==> src/rtl/bound_flasher_param.sv <==
// Thermometer-coded LED sequencer. On FLICK it runs a three-phase up/down
// pattern with kickback at LOW and 0, a step prescaler, and phase/busy status.
module bound_flasher_param #(
    parameter int N        = 16,
    parameter int LOW      = 5,
    parameter int MID      = 10,
    parameter int STEP_DIV = 1
) (
    input  logic         CLK,
    input  logic         RST,
    input  logic         FLICK,
    output logic [N-1:0] LED,
    output logic [2:0]   PHASE,
    output logic         BUSY
);

    localparam int CW = $clog2(N + 1);
    localparam int PW = (STEP_DIV > 1) ? $clog2(STEP_DIV) : 1;

    localparam logic [CW-1:0] N_C      = CW'(N);
    localparam logic [CW-1:0] LOW_C    = CW'(LOW);
    localparam logic [CW-1:0] MID_C    = CW'(MID);
    localparam logic [CW-1:0] ONE_C    = CW'(1);
    localparam logic [PW-1:0] DIV_LAST = PW'(STEP_DIV - 1);
    localparam logic [PW-1:0] P_ONE    = PW'(1);

    if (!(LOW > 0 && LOW < MID && MID < N && STEP_DIV >= 1)) begin : g_param_check
        $error("bound_flasher_param: require 0 < LOW < MID < N and STEP_DIV >= 1");
    end

    // state | meaning
    // IDLE  | dark, waiting for FLICK (acts on every edge)
    // UP1   | climb to N        DN1 | fall to LOW
    // UP2   | climb to MID      DN2 | fall to 0
    // UP3   | climb to LOW      DN3 | fall to 0, then IDLE
    typedef enum logic [2:0] {
        IDLE = 3'd0,
        UP1  = 3'd1,
        DN1  = 3'd2,
        UP2  = 3'd3,
        DN2  = 3'd4,
        UP3  = 3'd5,
        DN3  = 3'd6
    } phase_e;

    phase_e        phase_q, phase_d;
    logic [CW-1:0] cnt_q, cnt_d;
    logic [PW-1:0] presc_q, presc_d;
    logic [CW-1:0] lim;
    logic          tick;
    logic          is_up;
    logic          at_kick;

    // With STEP_DIV = 1 the prescaler is pinned at 0, so every edge ticks.
    assign tick = (presc_q == DIV_LAST);

    always_comb begin
        phase_d = phase_q;
        cnt_d   = cnt_q;
        presc_d = presc_q;
        is_up   = (phase_q == UP1) || (phase_q == UP2) || (phase_q == UP3);
        at_kick = (cnt_q == LOW_C) || (cnt_q == '0);

        case (phase_q)
            UP1:      lim = N_C;
            UP2:      lim = MID_C;
            UP3, DN1: lim = LOW_C;
            default:  lim = '0;
        endcase

        if (phase_q == IDLE) begin
            presc_d = '0;
            cnt_d   = '0;
            if (FLICK) begin
                phase_d = UP1;
                cnt_d   = ONE_C;
            end
        end else if (tick) begin
            presc_d = '0;
            if (phase_q > DN3 || cnt_q > N_C) begin
                phase_d = IDLE;
                cnt_d   = '0;
            end else if (is_up) begin
                if (cnt_q == lim) begin
                    phase_d = phase_e'(phase_q + 3'd1);
                    cnt_d   = cnt_q - ONE_C;
                end else begin
                    cnt_d = cnt_q + ONE_C;
                end
            end else if (FLICK && at_kick) begin
                // kickback re-enters the UP phase paired with this DN phase
                phase_d = phase_e'(phase_q - 3'd1);
                cnt_d   = cnt_q + ONE_C;
            end else if (cnt_q == lim) begin
                if (phase_q == DN3) begin
                    phase_d = IDLE;
                    cnt_d   = '0;
                end else begin
                    phase_d = phase_e'(phase_q + 3'd1);
                    cnt_d   = cnt_q + ONE_C;
                end
            end else begin
                cnt_d = cnt_q - ONE_C;
            end
        end else begin
            presc_d = presc_q + P_ONE;
        end
    end

    always_ff @(posedge CLK or negedge RST) begin
        if (!RST) begin
            phase_q <= IDLE;
            cnt_q   <= '0;
            presc_q <= '0;
        end else begin
            phase_q <= phase_d;
            cnt_q   <= cnt_d;
            presc_q <= presc_d;
        end
    end

    always_comb begin
        LED = '0;
        for (int i = 0; i < N; i++) begin
            LED[i] = (CW'(i) < cnt_q);
        end
    end

    assign PHASE = phase_q;
    assign BUSY  = (phase_q != IDLE);

endmodule

==> config.mk <==
export PLATFORM = sky130hd
export DESIGN_NAME = bound_flasher_param
export DESIGN_NICKNAME = d
export VERILOG_FILES = /design/src/rtl/bound_flasher_param.sv
export SDC_FILE = /design/constraint.sdc
export NUM_CORES = 1
export LEC_CHECK = 0
export ABC_CLOCK_PERIOD_IN_PS = 3100
export CAP_MARGIN = 20
export CORE_MARGIN = 2
export CORE_UTILIZATION = 45
export CTS_CLUSTER_DIAMETER = 80
export DETAILED_ROUTE_END_ITERATION = 10
export GPL_TIMING_DRIVEN = 0
export PLACE_DENSITY = 0.74
export SYNTH_ARGS = -nofsm -noshare
export SYNTH_HDL_FRONTEND = slang
export SYNTH_SLANG_ARGS = --single-unit
==> constraint.sdc <==
create_clock -name CLK -period 3.1 [get_ports CLK]
set_clock_uncertainty 0.15 [all_clocks]
set_input_delay 0.62 -clock CLK [delete_from_list [all_inputs] [get_ports CLK]]
set_output_delay 0.62 -clock CLK [all_outputs]
set_load 0.01 [all_outputs]
Word level (Yosys, flattened, before mapping)
Cells that the tools add are included.

word-level totals
  word-level logic and storage cells = 68
  register bits = 9
  output and inout port bits = 20
  bits of input ports = 3
  memory bits (writable) = 0
  memories = 0
  memory bits (read-only) = 0
  bits in latches = 0

operators by class
  div/mod/pow operators = 0
  bitwise logic cells = 0
  mux-type cells = 21
  $mul = 0
  $add $sub $neg = 5
  reduce and logical (&&, ||, !) cells = 11
  magnitude comparators = 18
  equal/unequal tests = 10
  shift-type cells = 0

operator list
  cell                   count
  $lt A4 B5 Y1 const A   8
  $mux W5                8
  $mux W3                9
  $lt A3 B5 Y1 const A   4
  $pmux W5 S3            1
  $lt A1 B5 Y1 const A   2
  $lt A2 B5 Y1 const A   2
  $eq A3 B2 Y1 const B   2
  $eq A3 B3 Y1 const B   2
  $add A5 B1 Y5 const B  1
  $eq A5 B3 Y1 const B   1
  $eq A5 B5 Y1           1
  $gt A5 B5 Y1 const B   1
  $logic_not A5 Y1       1
  $sub A5 B1 Y5 const B  1
  $logic_or A1 B1 Y1     4
  $ne A4 B1 Y1 const B   1
  $reduce_and A4 Y1      1
  $reduce_bool A4 Y1     1
  $add A3 B1 Y3 const B  1
  $eq A3 B1 Y1 const B   1
  $gt A3 B3 Y1 const B   1
  $logic_not A3 Y1       1
  $mux W1                3
  7 further kinds        7

Depth between registers and ports, before layout
Gate-level depths: netlist of run 1.

  depth after elaboration = 10
  depth in mapped cells = 9
  mapped depth without buffers = 7

Least setup slack after synthesis of run 1
OpenSTA, ideal clock, no wires.

  path kind = register -> register
  start point = register phase_q[0], in the netlist PHASE[0]
  end point = register cnt_q[2]
  period minus slack after synthesis = 2.390 ns
  stages on the path, launching flop included = 8
  arrival time = 2.116 ns
  setup slack = 0.710 ns
  buffers on the path = 0
  setup time = 0.124 ns
  required time = 2.826 ns
  cells stage by stage = dfrtp_1 -> inv_1 -> ha_1 -> mux2i_1 -> mux2i_2 -> nor4_1 -> o311a_1 -> a211o_1

between the ends
  cells in the longest elaborated chain, start to end = 10
  elaborated cells on any way between the ends = 22
  classes of those cells = order compare: 1; eq/ne: 7; mux: 9; reduce/logical: 5

RTL lines
  element                                       RTL line  source
  from (decl)                                   46        phase_e phase_q, phase_d;
  from (signal assigned)                        116       phase_q <= phase_d;
  $eq A3 B3 Y1 or $eq A3 B2 Y1 (tied branches)  61, 64
  $reduce_or A2 Y1                              64        case (phase_q)
  $pmux W5 S3                                   64
  $eq A5 B5 Y1                                  84, 94
  $mux W5                                       94        end else if (cnt_q == lim) begin
  $mux W5                                       90        end else if (FLICK && at_kick) begin
  $mux W5                                       83        end else if (is_up) begin
  $mux W5                                       80        if (phase_q > DN3 || cnt_q > N_C) begin
  $mux W5                                       78        end else if (tick) begin
  $mux W5 (*)                                   71        if (phase_q == IDLE) begin
  via cnt_d[2]                                  47        logic [CW-1:0] cnt_q, cnt_d;
  to (signal assigned)                          117       cnt_q <= cnt_d;
  to (decl)                                     47

The timed path passes the listed nets; every way through them passes the cells marked *. The select of a mux whose other input is x is not followed.
A chain may end at the register's enable or synchronous reset.

Worst setup path after layout of run 1
  start point = register cnt_q[0]
  end point = output LED[0]

between the ends
  cells in the longest elaborated chain, start to end = 1

RTL lines
  element       RTL line  source
  $lt A1 B5 Y1  125       LED[i] = (CW'(i) < cnt_q);
  to (decl)     12        output logic [N-1:0] LED,

No other way between the ends.

==> results of run 1 <==
-- cell usage after synthesis, types with 3 or more instances --
master / instances / share of area
or2_2: 3 / 0.016
ha_1: 10 / 0.11
buf_2: 5 / 0.022
inv_1: 7 / 0.023
o211ai_1: 3 / 0.019
nor2_1: 8 / 0.026
a21o_1: 4 / 0.026
and2_1: 5 / 0.027
nand2_1: 11 / 0.036
nand3_1: 6 / 0.026
xor2_1: 3 / 0.023
or3_1: 5 / 0.027
clkbuf_1: 3 / 0.0097
nor4_1: 3 / 0.016
xnor2_1: 4 / 0.030
dfrtp_1: 8 / 0.17
-- through the flow --
| stage | util | hold WS (ps) | setup slack, ps | cell area [um2] | power, uW |
|---|---|---|---|---|---|
| 3_3_place_gp | 0.5765 | 466.2 | 337.4 | 1415 | 1525 |
| 2_1_floorplan | - | 174.4 | 710.3 | 1157 | 1121 |
| 3_5_place_dp | 0.5765 | 479.2 | 332.1 | 1415 | 1551 |
| 5_1_grt | 0.5866 | 494.2 | 96.59 | 1440 | 1785 |
| 6_report | 0.5866 | 486.5 | 207.0 | 1440 | 1636 |
| 4_1_cts | 0.5856 | 486.6 | 66.43 | 1438 | 1629 |
-- kinds of logic (layout without fill, tap and decap cells) --
logic type | after synthesis | count (layout) | share of synthesized area
adders and majority gates | 10 | 10 | 0.1081
muxes | 4 | 4 | 0.04000
xor gates and xnor gates | 8 | 8 | 0.06703
buffers and inverters | 19 | 44 | 0.07999
and+or+nand+nor | 54 | 54 | 0.2530
DFF | 8 | 8 | 0.1730
AOI/OAI and AO/OA | 37 | 37 | 0.2789
-- critical path, stage by stage (launching register included) --
cell	delay [ps]
dfrtp_1	390
buf_2	190
or3_1	300
buf_2	180
or3_1	330
clkdlybuf4s50_1	490
-- power breakdown --
part	internal (uW)	total [uW]	switching, uW
Clock	43.8	72.4	28.6
Combinational	611	1380	768
Sequential	148	184	36.5
Total	802	1640	833
-- path summary, 6_finish.rpt --
check	from	endpoint	cells past startpoint
max in group asynchronous	RST	cnt_q[0]	1
min	RST	PHASE[0]	1
min reg2reg	PHASE[1]	PHASE[1]	1
max	cnt_q[0]	LED[0]	5
max reg2reg	PHASE[0]	cnt_q[2]	7
min in group CLK	PHASE[1]	PHASE[1]	1
-- cell type report --
| class | instances | area (um2) | share of cell area |
|---|---|---|---|
| Multi-Input combinational cell | 113 | 864.6 | 0.6003 |
| Timing Repair Buffer | 22 | 222.7 | 0.1546 |
| Sequential cell | 8 | 200.2 | 0.1390 |
| Buffer | 12 | 66.31 | 0.04605 |
| Tap cell | 30 | 37.54 | 0.02606 |
| Inverter | 7 | 26.28 | 0.01825 |
| Clock buffer | 3 | 22.52 | 0.01564 |
-- state kept, by name, indices dropped and copies added, names as in the netlist --
name / cells
PHASE: 3
cnt_q: 5
-- routing by layer --
layer,wire length (um),vias up,GRT usage
li1,-,563,-
met2,1404,52,0.3472
met1,1269,545,0.3194
met3,220,4,0.01639
met4,23,0,0.07500
met5,0,-,0
==> flow_metrics.py, run 1 <==
metrics = {
    "timing": {
        "rsz0062_at_grt": "no",
        "max_freq_mhz": 345.7,
        "slew_headroom": 0.5910,
        "setup_viol": 0,
        "hold_viol": 0,
        "layout_worst_path_cycle_share": 0.9332,
        "fin_crit_ps": 2893,
        "fin_setup_tns_ps": 0,
        "maxSlewViolCount": 0,
        "max_slew.worst_pin.slew_ps": 601.6,
    },
    "die": {
        "ios": 23,
        "initial_core_util": 0.4715,
        "die_height_um": 54.72,
        "core-area_mm2": 0.002455,
        "rows": 18,
        "die_area_mm2": 0.002994,
        "die_width_um": 54.72,
    },
    "route": {
        "dr.pass1.iters": 4,
        "drc": 0,
        "vias_per_cell": 5.969,
        "ant_nets": 0,
        "wl_per_cell_um": 14.96,
        "drt_iter0_drc": 51,
        "vias": 1164,
        "wl_um": 2918,
    },
    "finish": {
        "mostFrequentLayoutCells": "clkdlybuf4s50_1 (21), nand2_1 (11), ha_1 (10), dfrtp_1 (8), nor2_1 (8)",
        "finalNonFillerCells": 195,
        "syn2layout_area_growth_pct": 24.43,
        "n_fill_cell": 218,
        "drive_gt1_frac": 0.1576,
        "diodes": 0,
        "final_nets": 180,
        "final_common_cell": "clkdlybuf4s50_1",
    },
    "power": {
        "p_leak_uw": 0.0006641,
        "peakVddDrop_uv": 579.8,
        "power.density_mw_per_mm2": 1136,
    },
    "worst_setup_path": {
        "worstSetupPathType": "reg -> out",
        "crit_fanout": 10,
        "worstPathArrival_ps": 2120,
        "reg2reg_slack_ps": 400,
        "start_kind": "flip-flop",
        "cp-end-kind": "primary output",
        "worstPathRequired_ps": 2330,
    },
    "cts": {
        "clockBufferDepth": 2,
        "clk_pin_slew_worst_paths_ps": 50,
        "cts_sinks": 8,
        "cts_inserted_buffers": 3,
        "post-cts-setup-buffers": 0,
        "postCtsHoldBufs": 0,
        "clkLatencyLatePin_ps": 240,
        "cts-htree-levels": 1,
        "cts_tree": "done",
        "cts_root_buf": "clkbuf_4",
        "post_cts_resize_count": 0,
    },
    "synthesis": {
        "syn_area_mm2": 0.001157,
        "async_flop_share": 1.000,
        "synthFlopType": "dfrtp_1",
        "synth_edf_count": 0,
        "syn_area_per_cell_um2": 8.267,
        "synthCells": 140,
        "synth-seq-cells": 8,
        "ys_warn_count": 0,
        "syn_nets": 153,
        "yosysUniqueCellTypes": 54,
        "seq_area_frac_synth": 0.1730,
    },
    "placed_design": {
        "placed_cells": 192,
        "dp.final_hpwl_um": 2298,
        "place.gp.congestion": 0.9245,
        "io_buffers": 22,
    },
    "grt": {
        "grt_pass1_vias": 1023,
        "antenna_found_initial": 0,
        "grt_start_max_net_pins": 11,
        "grt_pass1_wl_um": 4740,
        "overflow": 0,
        "grt_use_total": 0.2221,
    },
    "status": {
        "status": "finished, final reports clean",
    },
    "hold_path": {
        "min_path_type": "in -> async",
    },
    "run": {
        "maxCapViolCount": 0,
    },
}
Power figures use the tool's default switching activity.
==> run 2, diff against run 1 <==
Settings changed: CTS_CLUSTER_DIAMETER 80 to 40, SETUP_SLACK_MARGIN from default to 0.02.
==> results of run 2 <==
Final layout, timing and power as in run 1 (identical DEF).
==> run 3, diff against run 2 <==
Settings changed: CAP_MARGIN 20 to default, PLACE_DENSITY 0.74 to 0.71.
==> flow_metrics.py, run 3 (synthesized netlist as in run 1, its figures left out) <==
metrics = {
    "worst_setup_path": {
        "crit_fanout": 10,
        "cp-end-kind": "primary output",
        "cpPeakStageDelay_ps": 490,
        "path_cells": "buf_2 > or3_1 > buf_2 > or3_1 > clkdlybuf4s50_1",
        "worstSetupPathType": "reg -> out",
        "start_kind": "flip-flop",
        "worstPathRequired_ps": 2330,
        "rr_endpoint": "cnt_q[2]",
        "timing.rr.start": "PHASE[0]",
        "reg2reg_slack_ps": 390,
        "worstPathArrival_ps": 2130,
        "rr_worst_depth": 7,
        "cp_slowest_cell": "clkdlybuf4s50_1",
        "startpoint": "cnt_q[0]",
    },
    "timing": {
        "slew_headroom": 0.6043,
        "rsz0062_at_grt": "no",
        "fin_setup_tns_ps": 0,
        "max_freq_mhz": 345.3,
        "fin_crit_ps": 2896,
        "layout_worst_path_cycle_share": 0.9343,
        "maxSlewViolCount": 0,
        "hold_viol": 0,
        "setup_viol": 0,
        "max_slew.worst_pin.slew_ps": 582.1,
    },
    "finish": {
        "mostFrequentLayoutCells": "clkdlybuf4s50_1 (21), nand2_1 (11), ha_1 (10), dfrtp_1 (8), nor2_1 (8)",
        "syn2layout_area_growth_pct": 24.43,
        "largest_reg_flops": 5,
        "top_register": "cnt_q",
        "n_fill_cell": 232,
        "drive_gt1_frac": 0.1576,
        "final_common_cell": "clkdlybuf4s50_1",
        "diodes": 0,
        "final_nets": 180,
        "fin_area_mm2": 0.001440,
    },
    "route": {
        "wl_um": 3096,
        "ant_nets": 0,
        "wl_per_cell_um": 15.88,
        "drt_iter0_drc": 38,
        "met1Wirelength_um": 1522,
        "vias_per_cell": 5.897,
        "dr_wl_met2_um": 1436,
        "drc": 0,
        "dr.pass1.iters": 4,
        "dr_wl_met3_um": 115,
        "routed.top_layer": "met4",
        "vias": 1150,
    },
    "cts": {
        "cts_root_buf": "clkbuf_4",
        "clkLatencyLatePin_ps": 240,
        "cts_tree": "done",
        "cts-htree-levels": 1,
        "cts_sinks": 8,
        "cts_inserted_buffers": 3,
        "clockBufferDepth": 2,
        "clk_pin_slew_worst_paths_ps": 50,
    },
    "placed_design": {
        "io_buffers": 22,
        "dp.final_hpwl_um": 2496,
        "dpl_cell_area_mm2": 0.001415,
        "place.gp.congestion": 0.8958,
    },
    "die": {
        "ios": 23,
        "die_height_um": 54.72,
        "initial_core_util": 0.4715,
        "core-area_mm2": 0.002455,
        "die_area_mm2": 0.002994,
        "die_width_um": 54.72,
        "rows": 18,
    },
    "power": {
        "p_leak_uw": 0.0006641,
        "peakVddDrop_uv": 707.1,
        "power.density_mw_per_mm2": 1145,
    },
    "run": {
        "maxCapViolCount": 0,
    },
    "status": {
        "status": "finished, final reports clean",
    },
    "hold_path": {
        "min_path_cells": 1,
        "min_from": "PHASE[1]",
        "min_path_type": "reg -> reg",
        "worstHoldEndpoint": "PHASE[1]",
    },
    "grt": {
        "grt_pass1_wl_um": 4954,
        "antenna_found_initial": 0,
        "grt_start_max_net_pins": 11,
        "grt_pass1_vias": 1039,
        "grt_use_total": 0.2335,
        "overflow": 0,
    },
}
run 3: cell counts in the layout (fill, tap and decap cells not counted):
No cell type changed its count.
run 3: repair_timing:
| action | in CTS | in global routing |
|---|---|---|
| resized for setup | 0 | 1 |
| endpoints found under the setup margin | 0 | 1 |
| buffers inserted | 0 | 0 |
| hold buffers | 0 | 0 |
run 3: where the power goes:
group / switching [uW] / leakage, uW / total (uW) / internal (uW)
sequential: 36.1 / 0.000104 / 184 / 148
clock: 28.9 / 0.0000138 / 72.7 / 43.8
combinational: 779 / 0.000547 / 1390 / 613
total: 844 / 0.000664 / 1650 / 805
run 3: how the worst max path moves through the flow:
| stage | to | slack, ps | depth (start not counted) |
|---|---|---|---|
| finish | LED[0] | 200 | 5 |
| global route | LED[0] | 100 | 5 |
| CTS | LED[1] | 60 | 6 |
| detailed placement | LED[1] | 340 | 6 |
| global placement | LED[1] | 360 | 6 |
| floorplan | cnt_q[2] | 710 | 7 |
run 3: critical path, delay by kind of cell (launching register included):
| family | cells | cell delay [ps] |
|---|---|---|
| AND/OR/NAND/NOR | 2 | 640 |
| flip-flops | 1 | 400 |
| buffers and inverters | 3 | 860 |
run 3: layer usage:
metal  global-route usage  vias to the layer above
li1                     -                      568
met1               0.3445                      551
met2               0.3452                       29
met3              0.01639                        2
met4               0.1000                        0
met5                    0                        -
run 3: layout make-up:
| cell class | instances | area, um2 | area share |
|---|---|---|---|
| Multi-Input combinational cell | 113 | 864.6 | 0.6003 |
| Inverter | 7 | 26.28 | 0.01825 |
| Sequential cell | 8 | 200.2 | 0.1390 |
| Buffer | 12 | 66.31 | 0.04605 |
| Tap cell | 30 | 37.54 | 0.02606 |
| Timing Repair Buffer | 22 | 222.7 | 0.1546 |
| Clock buffer | 3 | 22.52 | 0.01564 |
run 3: stage by stage:
stage | setup WS [ps] | util | hold WS (ps) | instances | total power (uW)
finish | 203.7 | 0.5866 | 467.2 | 195 | 1648
global route | 95.03 | 0.5866 | 503.4 | 195 | 1785
CTS | 60.34 | 0.5856 | 467.0 | 195 | 1648
detailed placement | 335.3 | 0.5765 | 454.2 | 192 | 1566
global placement | 358.8 | 0.5765 | 455.4 | 192 | 1540
floorplan | 710.3 | - | 174.4 | 140 | 1121
